<file path="src/rtl/bin2bcd_pkg.sv">
// Shared types and constants for the sequential binary-to-BCD converter.
package bin2bcd_pkg;

  typedef enum logic [1:0] {
    IDLE = 2'd0,
    OP   = 2'd1,
    DONE = 2'd2
  } bin2bcd_state_t;

  // Number of BCD digits produced (thousands down to units).
  localparam int BCD_DIGITS = 4;

  // Largest value representable in four BCD digits.
  localparam int unsigned BCD_MAX = 9999;

endpackage

</file>
<file path="src/rtl/bin2bcd_seq_bcd_adj3.sv">
// Single-digit correction for the shift-and-add-3 algorithm: a digit of 5 or
// more would exceed 9 after the next left shift, so it is pre-biased by 3.
module bcd_adj3 (
  input  logic [3:0] digit_i,
  output logic [3:0] digit_o
);

  // Add 3 when the digit is 5..15; otherwise pass through unchanged.
  always_comb begin
    digit_o = digit_i;
    if (digit_i >= 4'd5) begin
      digit_o = digit_i + 4'd3;
    end
  end

endmodule

</file>
<file path="src/rtl/bin2bcd_seq.sv">
// Sequential binary-to-BCD converter, one shift-and-add-3 step per clock.
// Optional feature macro: BIN2BCD_SATURATE_EN -- inputs above 9999 produce
// 9,9,9,9 with o_overflow set; without it the result is i_bin mod 10000 and
// o_overflow is constant 0.
module bin2bcd_seq
  import bin2bcd_pkg::*;
#(
  parameter int BIN_W = 14
) (
  input  logic             i_clk,
  input  logic             i_reset_n,
  input  logic             i_start,
  input  logic [BIN_W-1:0] i_bin,
  output logic             o_ready,
  output logic             o_done_tick,
  output logic [3:0]       o_bcd3,
  output logic [3:0]       o_bcd2,
  output logic [3:0]       o_bcd1,
  output logic [3:0]       o_bcd0,
  output logic             o_overflow
);

  localparam int CNT_W = $clog2(BIN_W + 1);
  localparam int BCD_W = 4 * BCD_DIGITS;
  localparam logic [CNT_W-1:0] CNT_LOAD = CNT_W'(BIN_W);
  localparam logic [CNT_W-1:0] CNT_ONE  = CNT_W'(1);

  bin2bcd_state_t state_q, state_d;

  logic [BIN_W-1:0] bin_q, bin_d;   // binary bits still to be shifted in
  logic [BCD_W-1:0] bcd_q, bcd_d;   // working digits
  logic [CNT_W-1:0] cnt_q, cnt_d;   // shifts remaining
  logic [BCD_W-1:0] out_q, out_d;   // held, displayed digits
  logic [BCD_W-1:0] adj_w;          // working digits after add-3 correction
  logic [BCD_W-1:0] final_w;        // digits after the last shift
  logic             accept_w;       // start accepted on this edge
  logic             load_out_w;     // last shift happens on this edge
  logic             sat_sel_w;      // current conversion saturates

  assign accept_w   = (state_q == IDLE) && i_start;
  assign load_out_w = (state_q == OP) && (cnt_q == CNT_ONE);
  assign final_w    = {adj_w[BCD_W-2:0], bin_q[BIN_W-1]};

  // One add-3 corrector per working digit.
  for (genvar gi = 0; gi < BCD_DIGITS; gi++) begin : g_adj
    bcd_adj3 u_adj (
      .digit_i (bcd_q[4*gi +: 4]),
      .digit_o (adj_w[4*gi +: 4])
    );
  end

  // State register.
  always_ff @(posedge i_clk or negedge i_reset_n) begin
    if (!i_reset_n) begin
      state_q <= IDLE;
    end else begin
      state_q <= state_d;
    end
  end

  // Next-state logic: starts are only honoured in IDLE, DONE lasts one cycle.
  always_comb begin
    state_d = state_q;
    unique case (state_q)
      IDLE:    if (i_start) state_d = OP;
      OP:      if (cnt_q == CNT_ONE) state_d = DONE;
      DONE:    state_d = IDLE;
      default: state_d = IDLE;
    endcase
  end

  // Handshake outputs decoded straight from the state register.
  always_comb begin
    o_ready     = (state_q == IDLE);
    o_done_tick = (state_q == DONE);
  end

  // Datapath next-state: capture, shift-and-add-3 step, and result publish.
  always_comb begin
    bin_d = bin_q;
    bcd_d = bcd_q;
    cnt_d = cnt_q;
    out_d = out_q;
    if (accept_w) begin
      bin_d = i_bin;
      bcd_d = '0;
      cnt_d = CNT_LOAD;
    end else if (state_q == OP) begin
      // Carry out of the thousands digit falls off the top (mod 10000).
      {bcd_d, bin_d} = {adj_w[BCD_W-2:0], bin_q, 1'b0};
      cnt_d = cnt_q - CNT_ONE;
      if (load_out_w) begin
        out_d = sat_sel_w ? {BCD_DIGITS{4'd9}} : final_w;
      end
    end
  end

  // Datapath registers; output digits only move on the edge entering DONE.
  always_ff @(posedge i_clk or negedge i_reset_n) begin
    if (!i_reset_n) begin
      bin_q <= '0;
      bcd_q <= '0;
      cnt_q <= '0;
      out_q <= '0;
    end else begin
      bin_q <= bin_d;
      bcd_q <= bcd_d;
      cnt_q <= cnt_d;
      out_q <= out_d;
    end
  end

`ifdef BIN2BCD_SATURATE_EN
  logic sat_q, sat_d;
  logic ovf_q, ovf_d;

  // Range check is made once on the captured value and published with digits.
  always_comb begin
    sat_d = sat_q;
    ovf_d = ovf_q;
    if (accept_w) begin
      sat_d = (32'(i_bin) > BCD_MAX);
    end
    if (load_out_w) begin
      ovf_d = sat_q;
    end
  end

  // Saturation flag registers.
  always_ff @(posedge i_clk or negedge i_reset_n) begin
    if (!i_reset_n) begin
      sat_q <= 1'b0;
      ovf_q <= 1'b0;
    end else begin
      sat_q <= sat_d;
      ovf_q <= ovf_d;
    end
  end

  assign sat_sel_w  = sat_q;
  assign o_overflow = ovf_q;
`else
  assign sat_sel_w  = 1'b0;
  assign o_overflow = 1'b0;
`endif

  assign o_bcd3 = out_q[15:12];
  assign o_bcd2 = out_q[11:8];
  assign o_bcd1 = out_q[7:4];
  assign o_bcd0 = out_q[3:0];

endmodule

</file>
<file path="config.mk">
export PLATFORM = sky130hd
export DESIGN_NAME = bin2bcd_seq
export DESIGN_NICKNAME = d
export VERILOG_FILES = /design/src/rtl/bin2bcd_pkg.sv /design/src/rtl/bin2bcd_seq_bcd_adj3.sv /design/src/rtl/bin2bcd_seq.sv
export SDC_FILE = /design/constraint.sdc
export NUM_CORES = 1
export LEC_CHECK = 0
export BUFFER_PORTS_ARGS = -buffer_cell sky130_fd_sc_hd__buf_4
export CORE_UTILIZATION = 55
export DETAILED_ROUTE_END_ITERATION = 10
export GPL_TIMING_DRIVEN = 0
export PLACE_DENSITY = 0.84
export SLEW_MARGIN = 20
export SYNTH_ARGS = -nofsm -noshare
export SYNTH_HDL_FRONTEND = slang
export SYNTH_SLANG_ARGS = --single-unit
</file>
<file path="constraint.sdc">
create_clock -name i_clk -period 2.3 [get_ports i_clk]
set_input_delay 0.23 -clock i_clk [delete_from_list [all_inputs] [get_ports i_clk]]
set_output_delay 0.23 -clock i_clk [all_outputs]
set_load 0.02 [all_outputs]
</file>
==> results of run 1 <==
[worst max-delay path, cell delays in order, from the launching register on]
cell      delay (ns)
dfrtp_1         0.43
inv_1           0.10
ha_1            0.23
nand2b_1        0.09
a21oi_1         0.25
mux2_2          0.38
o21ai_0         0.14
[worst max-delay path by stage]
stage	startpoint	end	slack, ns	cells after the start
floorplan	bcd_q[0]	bcd_q[2]	0.79	6
global placement	bcd_q[0]	bcd_q[2]	0.68	6
detailed placement	bcd_q[8]	bcd_q[10]	0.64	6
CTS	bcd_q[8]	bcd_q[10]	0.61	6
global route	bcd_q[12]	bcd_q[14]	0.46	6
finish	bcd_q[8]	bcd_q[10]	0.60	6
[Yosys cell counts (all sizes together) (4+ instances only)]
master  instances  area, sq um
a21oi          12         60.1
a22oi          13         97.6
a31oi           4         25.0
buf            12          105
dfrtp          52         1300
ha             10          125
inv            11         41.3
mux2            5         60.1
nand2          50          195
nand2b          5         31.3
nand3          11         55.1
nor3            4         20.0
nor3b           5         60.1
o21ai          37          219
xnor2           5         43.8
[per-stage QoR]
step                area, sq um  total power (uW)  hold WS [ns]
detailed placement         2870              3840         0.308
global route               2990              4810         0.132
finish                     2990              4460         0.113
global placement           2870              3740         0.302
CTS                        2990              4480         0.120
floorplan                  2550              3190       -0.0656
[area by class of cell]
| class | instances | share of cell area |
|---|---|---|
| tap | 52 | 0.0218 |
| inverter | 11 | 0.0138 |
| clock buffer | 6 | 0.0243 |
| clock inverter | 2 | 0.0117 |
| sequential | 52 | 0.435 |
| multi-input combinational | 174 | 0.369 |
| buffer | 12 | 0.0351 |
| timing repair buffer | 35 | 0.0887 |
[layout by cell type (no fill, tap or decap)]
| master | count |
|---|---|
| buf_4 | 42 |
| nand2_1 | 49 |
| mux2_4 | 1 |
| nor2_1 | 2 |
| xnor2_1 | 5 |
| a31oi_1 | 4 |
| nor3b_4 | 2 |
| conb_1 | 1 |
| buf_6 | 4 |
| mux2_2 | 4 |
| a21oi_1 | 12 |
| a22oi_1 | 13 |
| or3b_2 | 3 |
| o21ai_2 | 9 |
| clkinv_2 | 1 |
| o31ai_1 | 1 |
| o21ai_1 | 4 |
| inv_1 | 11 |
| nor4_4 | 1 |
| ha_1 | 10 |
| nor3_1 | 4 |
| clkbuf_8 | 5 |
| clkbuf_1 | 1 |
| dlygate4sd3_1 | 1 |
| dfrtp_1 | 52 |
| nor2_4 | 1 |
| o211ai_1 | 1 |
| and3_1 | 1 |
| nand2b_1 | 5 |
| nand2_4 | 1 |
| nand3_1 | 11 |
| bufinv_16 | 1 |
| o21ai_0 | 24 |
| nor2b_4 | 1 |
| nor3b_1 | 3 |
| and2b_1 | 1 |
[report_power, final]
part	switching, uW	internal, uW
Sequential	332	1350
Clock	312	324
Combinational	1210	939
Total	1860	2610
[kinds of logic (layout without fill, tap and decap cells)]
logic type,count (synthesis),count (layout),synth area share
multiplexers,5,5,0.0235
other,1,1,0.00147
adder cells (fa/ha/maj),10,10,0.0490
XOR/XNOR,5,5,0.0172
buffers and inverters,23,66,0.0574
AND/OR/NAND/NOR,85,85,0.178
flip-flops,52,52,0.510
AO/OA/AOI/OAI,68,68,0.163
[flip-flops by register name (all words and copies together), names as in the netlist]
signal and flops:
cnt_q 4, out_q 16, bin_q 14, bcd_q 16
state_q 2
[routing by layer]
metal / global-route usage / up-vias
met5: 0 / -
met4: 0.0978 / 0
met3: 0.0505 / 7
met2: 0.375 / 35
met1: 0.298 / 957
li1: - / 937
[what timing repair did]
action                    CTS  global route
gates resized for setup     0             0
hold endpoints to repair   52             0
hold buffers                1             0
==> results_dict.tcl, run 1 <==
set metrics [dict create \
    status "completed" \
    clock-root-buffer "clkbuf_8" \
    clock_sinks 52 \
    grt_pass1_vias 1960 \
    worst_skew_pair.late_latency_ns 0.32 \
    core_area_sq_um 4410 \
    avgSynthCellArea_sq_um 10.3 \
    cts_tree "done" \
    rr_worst_depth 6 \
    vias 1936 \
    rsz0062_at_grt "no" \
    die_w_um 70.1 \
    drive_gt1_frac 0.260 \
    die_h_um 70.1 \
    holdPathEnd "bin_q[0]" \
    grt_max_degree 53 \
    clkTransAtPathRegs_ns 0.10 \
    synth_cells 249 \
    hold_path.class "primary input to register" \
    grt_usage 0.230 \
    start_util 0.578 \
    worstSetupPathType "register to register" \
    wl_met2_um 2540 \
    first_iter_violations 120 \
    maxCapViolations 0 \
    antenna_found_initial 0 \
    crit_fanout 4 \
    synth-seq-cells 52 \
    cp.required_ns 2.54 \
    dp.cells 335 \
    first_pass_iters 4 \
    final.fill_count 331 \
    max_slew.worst_pin.slew_ns 0.649 \
    syn-num-nets 276 \
    yosysSeqAreaShare 0.510 \
    fin_nets 318 \
    fin_tns_setup_ns 0 \
    synth.distinct_cells 31 \
    cts_buffers 5 \
    clock-skew-final_ns 0.0140 \
    die-area_sq_um 4920 \
    timing_hold_violations_final 0 \
    whs_path_depth 3 \
    final_core_util 0.677 \
    fin_crit_ns 1.70 \
    setup_violations 0 \
    ys_warn_count 0 \
    power_density_nw_per_um2 1490 \
    viasPerCell 5.63 \
    route.detailed.drc 0 \
    cp-start-kind "register" \
    io_pins 36 \
    multi_input_area_sq_um 1100 \
    r2r_end "bcd_q[10]" \
    fin_ws_ns 0.601 \
    leakage_uw 0.00143 \
    grt-ovfl-total 0 \
    grt_pass1_wl_um 8890 \
    r2r_setup_slack_ns 0.60 \
    synth_edf_count 0 \
    hp-start "i_bin[0]" \
    synthArstFlopShare 1.00 \
    relSlewSlack 0.567 \
    wire_per_inst_um 14.8 \
    cp-end-kind "register" \
    post-place-ws_ns 0.639 \
    ys.flop_type "dfrtp_1" \
    hpwlAfterDp_um 3510 \
    m1WireLength_um 2330 \
    rows 24 \
    cts_buffer_depth 2 \
    postCtsSetupRepairBufs 0 \
    r2r_start "bcd_q[8]" \
    crit_arrival_ns 1.94 \
    syn_area_sq_um 2550 \
    area_growth_pct 17.2 \
    vdd_drop_max_mv 0.636 \
    layout.cells.non_filler 344 \
    drv_slew 0 \
    wl_um 5100 \
    seqCellArea_sq_um 1300 \
    diodes 0 \
    routabilityCongestion 0.771 \
    top_layer_used "met4" \
    clock.fmax_ghz 0.588 \
    port_buffers 34 \
    wl_met3_um 167 \
    ant_nets 0 \
    period_share 0.739 \
    cts_max_level 2 \
]
(Power assumes the default switching activity.)
==> run 2, diff against run 1 <==
Clock period 2.3 ns to 1.75 ns, I/O delays scaled along.
==> results_dict.tcl, run 2 (synthesized netlist as in run 1, its figures left out) <==
set metrics [dict create \
    status "completed" \
    cp.required_ns 1.99 \
    wl_um 5160 \
    wire_per_inst_um 15.0 \
    antenna_found_initial 0 \
    crit_arrival_ns 1.90 \
    area_growth_pct 17.8 \
    cp-start-kind "register" \
    hpwlAfterDp_um 3510 \
    drive_gt1_frac 0.277 \
    worstSetupPathType "register to register" \
    port_buffers 34 \
    routabilityCongestion 0.771 \
    grt_max_degree 53 \
    timing_hold_violations_final 0 \
    viasPerCell 5.58 \
    crit_fanout 4 \
    clkTransAtPathRegs_ns 0.10 \
    first_pass_iters 4 \
    die_w_um 70.1 \
    ant_nets 0 \
    grt_usage 0.230 \
    fin_nets 318 \
    core_area_sq_um 4410 \
    vdd_drop_max_mv 0.836 \
    route.detailed.drc 0 \
    max_slew.worst_pin.slew_ns 0.652 \
    first_iter_violations 103 \
    rows 24 \
    maxCapViolations 0 \
    grt-ovfl-total 0 \
    cts_max_level 2 \
    rsz0062_at_grt "no" \
    fin_crit_ns 1.66 \
    worst_skew_pair.late_latency_ns 0.32 \
    crit_chain "inv_1 -> ha_1 -> nand2b_1 -> a21oi_2 -> mux2_2 -> o21ai_0" \
    cts_tree "done" \
    clock.fmax_ghz 0.604 \
    vias 1919 \
    die_h_um 70.1 \
    hold_path.class "primary input to register" \
    relSlewSlack 0.565 \
    die-area_sq_um 4920 \
    leakage_uw 0.00143 \
    cp-end-kind "register" \
    clock-skew-final_ns 0.0137 \
    path_buf_inv 1 \
    drv_slew 0 \
    crit_slowest_cell "dfrtp_1" \
    final_common_cell "dfrtp_1" \
    setup_violations 0 \
    diodes 0 \
    fin_tns_setup_ns 0 \
    io_pins 36 \
    clock-root-buffer "clkbuf_8" \
    grt_pass1_vias 1960 \
    power_density_nw_per_um2 1970 \
    critPathTopFamily "flip-flops" \
    top_regs "bcd_q x16, out_q x16, bin_q x14" \
    final_cell_mix "52 x dfrtp_1, 49 x nand2_1, 42 x buf_4" \
    hold_slack_ns 0.0572 \
    period_share 0.947 \
    postCtsSetupRepairBufs 0 \
    start_util 0.578 \
    clock_sinks 52 \
    grt_pass1_wl_um 8890 \
    max_stage_delay_ns 0.43 \
    cts_buffers 5 \
    cts_buffer_depth 2 \
]
## run 2: cell counts in the layout (fill, tap and decap cells not counted)
Identical to the previous run, type by type.
## run 2: timing repair
action,4_1_cts,5_1_grt
hold endpoints to repair,52,0
endpoints found under the setup margin,0,5
hold buffers,1,0
gates resized for setup,0,5
## run 2: worst paths after layout
path	from	end	slack (ns)	cells past startpoint
hold / removal	i_bin[0]	bin_q[0]	0.06	3
setup / recovery	bcd_q[8]	bcd_q[10]	0.09	6
max in group asynchronous	i_reset_n	bin_q[12]	0.89	2
setup reg to reg	bcd_q[8]	bcd_q[10]	0.09	6
min in group asynchronous	i_reset_n	out_q[15]	0.42	2
hold reg to reg	out_q[14]	out_q[14]	0.48	2
## run 2: layout make-up
type / count / area [sq um]
Inverter: 11 / 41.3
Clock inverter: 2 / 35.0
Sequential cell: 52 / 1300
Multi-Input combinational cell: 174 / 1120
Buffer: 12 / 105
Clock buffer: 6 / 72.6
Tap cell: 52 / 65.1
Fill cell: 330 / 1410
Timing Repair Buffer: 35 / 265
## run 2: layer usage
metal  global-route usage  vias up  wire length [um]
met5                    0        -                 0
met1                0.298      944              2360
met4               0.0978        0                69
met3               0.0505        7               166
met2                0.375       31              2570
li1                     -      937                 -
## run 2: per-stage QoR
step,cell area [sq um],worst slack (ns),cells,util,total power [uW]
floorplan,2550,0.237,249,-,4200
global placement,2870,0.134,335,0.651,4910
detailed placement,2870,0.0887,335,0.651,5050
CTS,2990,0.0563,344,0.677,5890
global route,3010,0.0244,344,0.681,6380
finish,3010,0.0933,344,0.681,5920
## run 2: worst reg2reg max path, cell delays in order, from the launching register on
cell,delay (ns)
dfrtp_1,0.43
inv_1,0.10
ha_1,0.23
nand2b_1,0.11
a21oi_2,0.20
mux2_2,0.37
o21ai_0,0.14
## run 2: power breakdown
part	internal (uW)	total [uW]	switching (uW)
combinational	1260	2860	1610
sequential	1770	2220	452
clock	425	841	416
==> run 3, diff against run 2 <==
Settings changed: ABC_AREA set to 1.
==> results_dict.tcl, run 3 <==
set metrics [dict create \
    status "completed" \
    core_area_sq_um 4410 \
    wire_per_inst_um 12.0 \
    clock-root-buffer "clkbuf_8" \
    cp-end-kind "register" \
    die_h_um 70.4 \
    ys_warn_count 0 \
    area_growth_pct 16.3 \
    yosysSeqAreaShare 0.505 \
    ant_nets 0 \
    cts_buffers 5 \
    rsz0062_at_grt "no" \
    critPathTopFamily "simple AND/OR/NAND/NOR gates" \
    grt_usage 0.221 \
    path_buf_inv 3 \
    worst_skew_pair.late_latency_ns 0.30 \
    die-area_sq_um 4960 \
    first_iter_violations 136 \
    viasPerCell 5.14 \
    clock_sinks 52 \
    post-place-ws_ns 0.296 \
    wl_um 4940 \
    port_buffers 34 \
    syn-num-nets 343 \
    first_pass_iters 4 \
    cts_max_level 2 \
    antenna_found_initial 0 \
    rows 24 \
    cp.required_ns 1.95 \
    drv_slew 0 \
    yosysTopAreaCell "dfrtp_1" \
    crit_slowest_cell "dfrtp_1" \
    cts_tree "done" \
    clkTransAtPathRegs_ns 0.09 \
    crit_arrival_ns 1.67 \
    timing_hold_violations_final 0 \
    grt_pass1_vias 1968 \
    setup_violations 0 \
    diodes 0 \
    hpwlAfterDp_um 3510 \
    grt_max_degree 53 \
    synth_cells 316 \
    vdd_drop_max_mv 1.05 \
    fin_ws_ns 0.283 \
    period_share 0.838 \
    leakage_uw 0.00163 \
    synth_top_area_share 0.505 \
    final_cell_mix "136 x nand2_1, 52 x dfrtp_1, 47 x nand3_1" \
    avgSynthCellArea_sq_um 8.15 \
    synthArstFlopShare 1.00 \
    hold_path.class "primary input to register" \
    fin_nets 385 \
    start_util 0.583 \
    vias 2114 \
    worstSetupPathType "register to register" \
    relSlewSlack 0.571 \
    synth-seq-cells 52 \
    crit_fanout 10 \
    synth_commonest_cells "136 x nand2_1, 52 x dfrtp_1, 47 x nand3_1" \
    cp-start-kind "register" \
    max_stage_delay_ns 0.40 \
    syn_area_sq_um 2570 \
    clock.fmax_ghz 0.682 \
    route.detailed.drc 0 \
    yosys-top-cells-area "dfrtp_1 51%, nand2_1 20%, nand3_1 9.1%, ha_1 4.9%, inv_1 3.6%" \
    routabilityCongestion 0.851 \
    ys.flop_type "dfrtp_1" \
    clock-skew-final_ns 0.00618 \
    grt-ovfl-total 0 \
    fin_crit_ns 1.47 \
    dp.cells 402 \
    cts_buffer_depth 2 \
    total_power_uw 5510 \
    grt_pass1_wl_um 8650 \
    layout.cells.non_filler 411 \
    die_w_um 70.4 \
    final_common_cell "nand2_1" \
    power_density_nw_per_um2 1840 \
    io_pins 36 \
    top_regs "bcd_q x16, out_q x16, bin_q x14" \
    final.fill_count 369 \
    cpMostUsedCell "nand2_1" \
    synth_edf_count 0 \
    max_slew.worst_pin.slew_ns 0.644 \
    crit_chain "inv_1 -> ha_1 -> nand3_1 -> nor2_8 -> inv_4 -> buf_6 -> nand2_1 -> nand2_1" \
    synth.distinct_cells 20 \
    drive_gt1_frac 0.162 \
    maxCapViolations 0 \
    fin_tns_setup_ns 0 \
    post-synth-top-count-cell "nand2_1" \
]
## run 3: cell types whose count changed in the layout (fill, tap and decap cells not counted), moves of 7 or more
| cell | before | now |
|---|---|---|
| nand3_1 | 11 | 47 |
| inv_1 | 11 | 25 |
| o21ai_0 | 24 | 11 |
| nand4_1 | 0 | 7 |
| o21ai_2 | 9 | 0 |
| a22oi_1 | 13 | 0 |
| a21oi_1 | 8 | 0 |
| nand2_1 | 49 | 136 |
## run 3: worst paths after layout
| kind | startpoint | to | slack [ns] | depth (start not counted) |
|---|---|---|---|---|
| max in group asynchronous | i_reset_n | out_q[2] | 0.89 | 2 |
| min reg2reg | out_q[15] | out_q[15] | 0.48 | 2 |
| max | cnt_q[1] | out_q[6] | 0.28 | 8 |
| min | i_bin[10] | bin_q[10] | 0.08 | 3 |
| max reg2reg | cnt_q[1] | out_q[6] | 0.28 | 8 |
| min in group asynchronous | i_reset_n | out_q[8] | 0.43 | 2 |
## run 3: through the flow
| step | area [sq um] | hold slack (ns) | util |
|---|---|---|---|
| floorplan | 2570 | -0.121 | - |
| global placement | 2900 | 0.244 | 0.656 |
| detailed placement | 2900 | 0.247 | 0.656 |
| CTS | 3000 | 0.0735 | 0.679 |
| global route | 3000 | 0.0787 | 0.679 |
| finish | 3000 | 0.0811 | 0.679 |
## run 3: layout make-up
class | instances | area, sq um | share of cell area
plain buffers | 9 | 75.1 | 0.0251
inverters | 29 | 111 | 0.0372
flip-flops and latches | 52 | 1300 | 0.434
repair buffers | 35 | 265 | 0.0886
well taps | 52 | 65.1 | 0.0217
multi-input cells | 226 | 1090 | 0.363
clock buffers | 8 | 90.1 | 0.0301
## run 3: logic make-up (layout without fill, tap and decap cells)
| logic type | Yosys count | in the layout | synth area share |
|---|---|---|---|
| compound gates | 17 | 17 | 0.0379 |
| fa+ha+maj | 10 | 10 | 0.0486 |
| buf+inv | 38 | 81 | 0.0724 |
| flops | 52 | 52 | 0.505 |
| other cells | 1 | 1 | 0.00146 |
| simple gates | 198 | 198 | 0.334 |
## run 3: tightest hold or removal path, cell delays in order
cell and delay [ns]:
buf_4 0.07, nand2_1 0.04, nand3_1 0.07
## run 3: metal layers
metal,part of all wire,wire [um],up-vias,global-route usage
li1,-,-,1084,-
met2,0.48,2390,52,0.363
met5,0,0,-,0
met4,0.013,65,0,0.0667
met1,0.46,2270,971,0.294
met3,0.044,217,7,0.0447
## run 3: timing repair
| item | CTS | global route |
|---|---|---|
| hold buffers | 1 | 0 |
| buffers inserted | 0 | 0 |
| endpoints found under the hold margin | 52 | 0 |
| gates resized for setup | 0 | 0 |
## run 3: report_power, final
part / total [uW] / switching [uW] / internal, uW
Combinational: 2700 / 1670 / 1020
Sequential: 2110 / 359 / 1750
Clock: 700 / 376 / 323
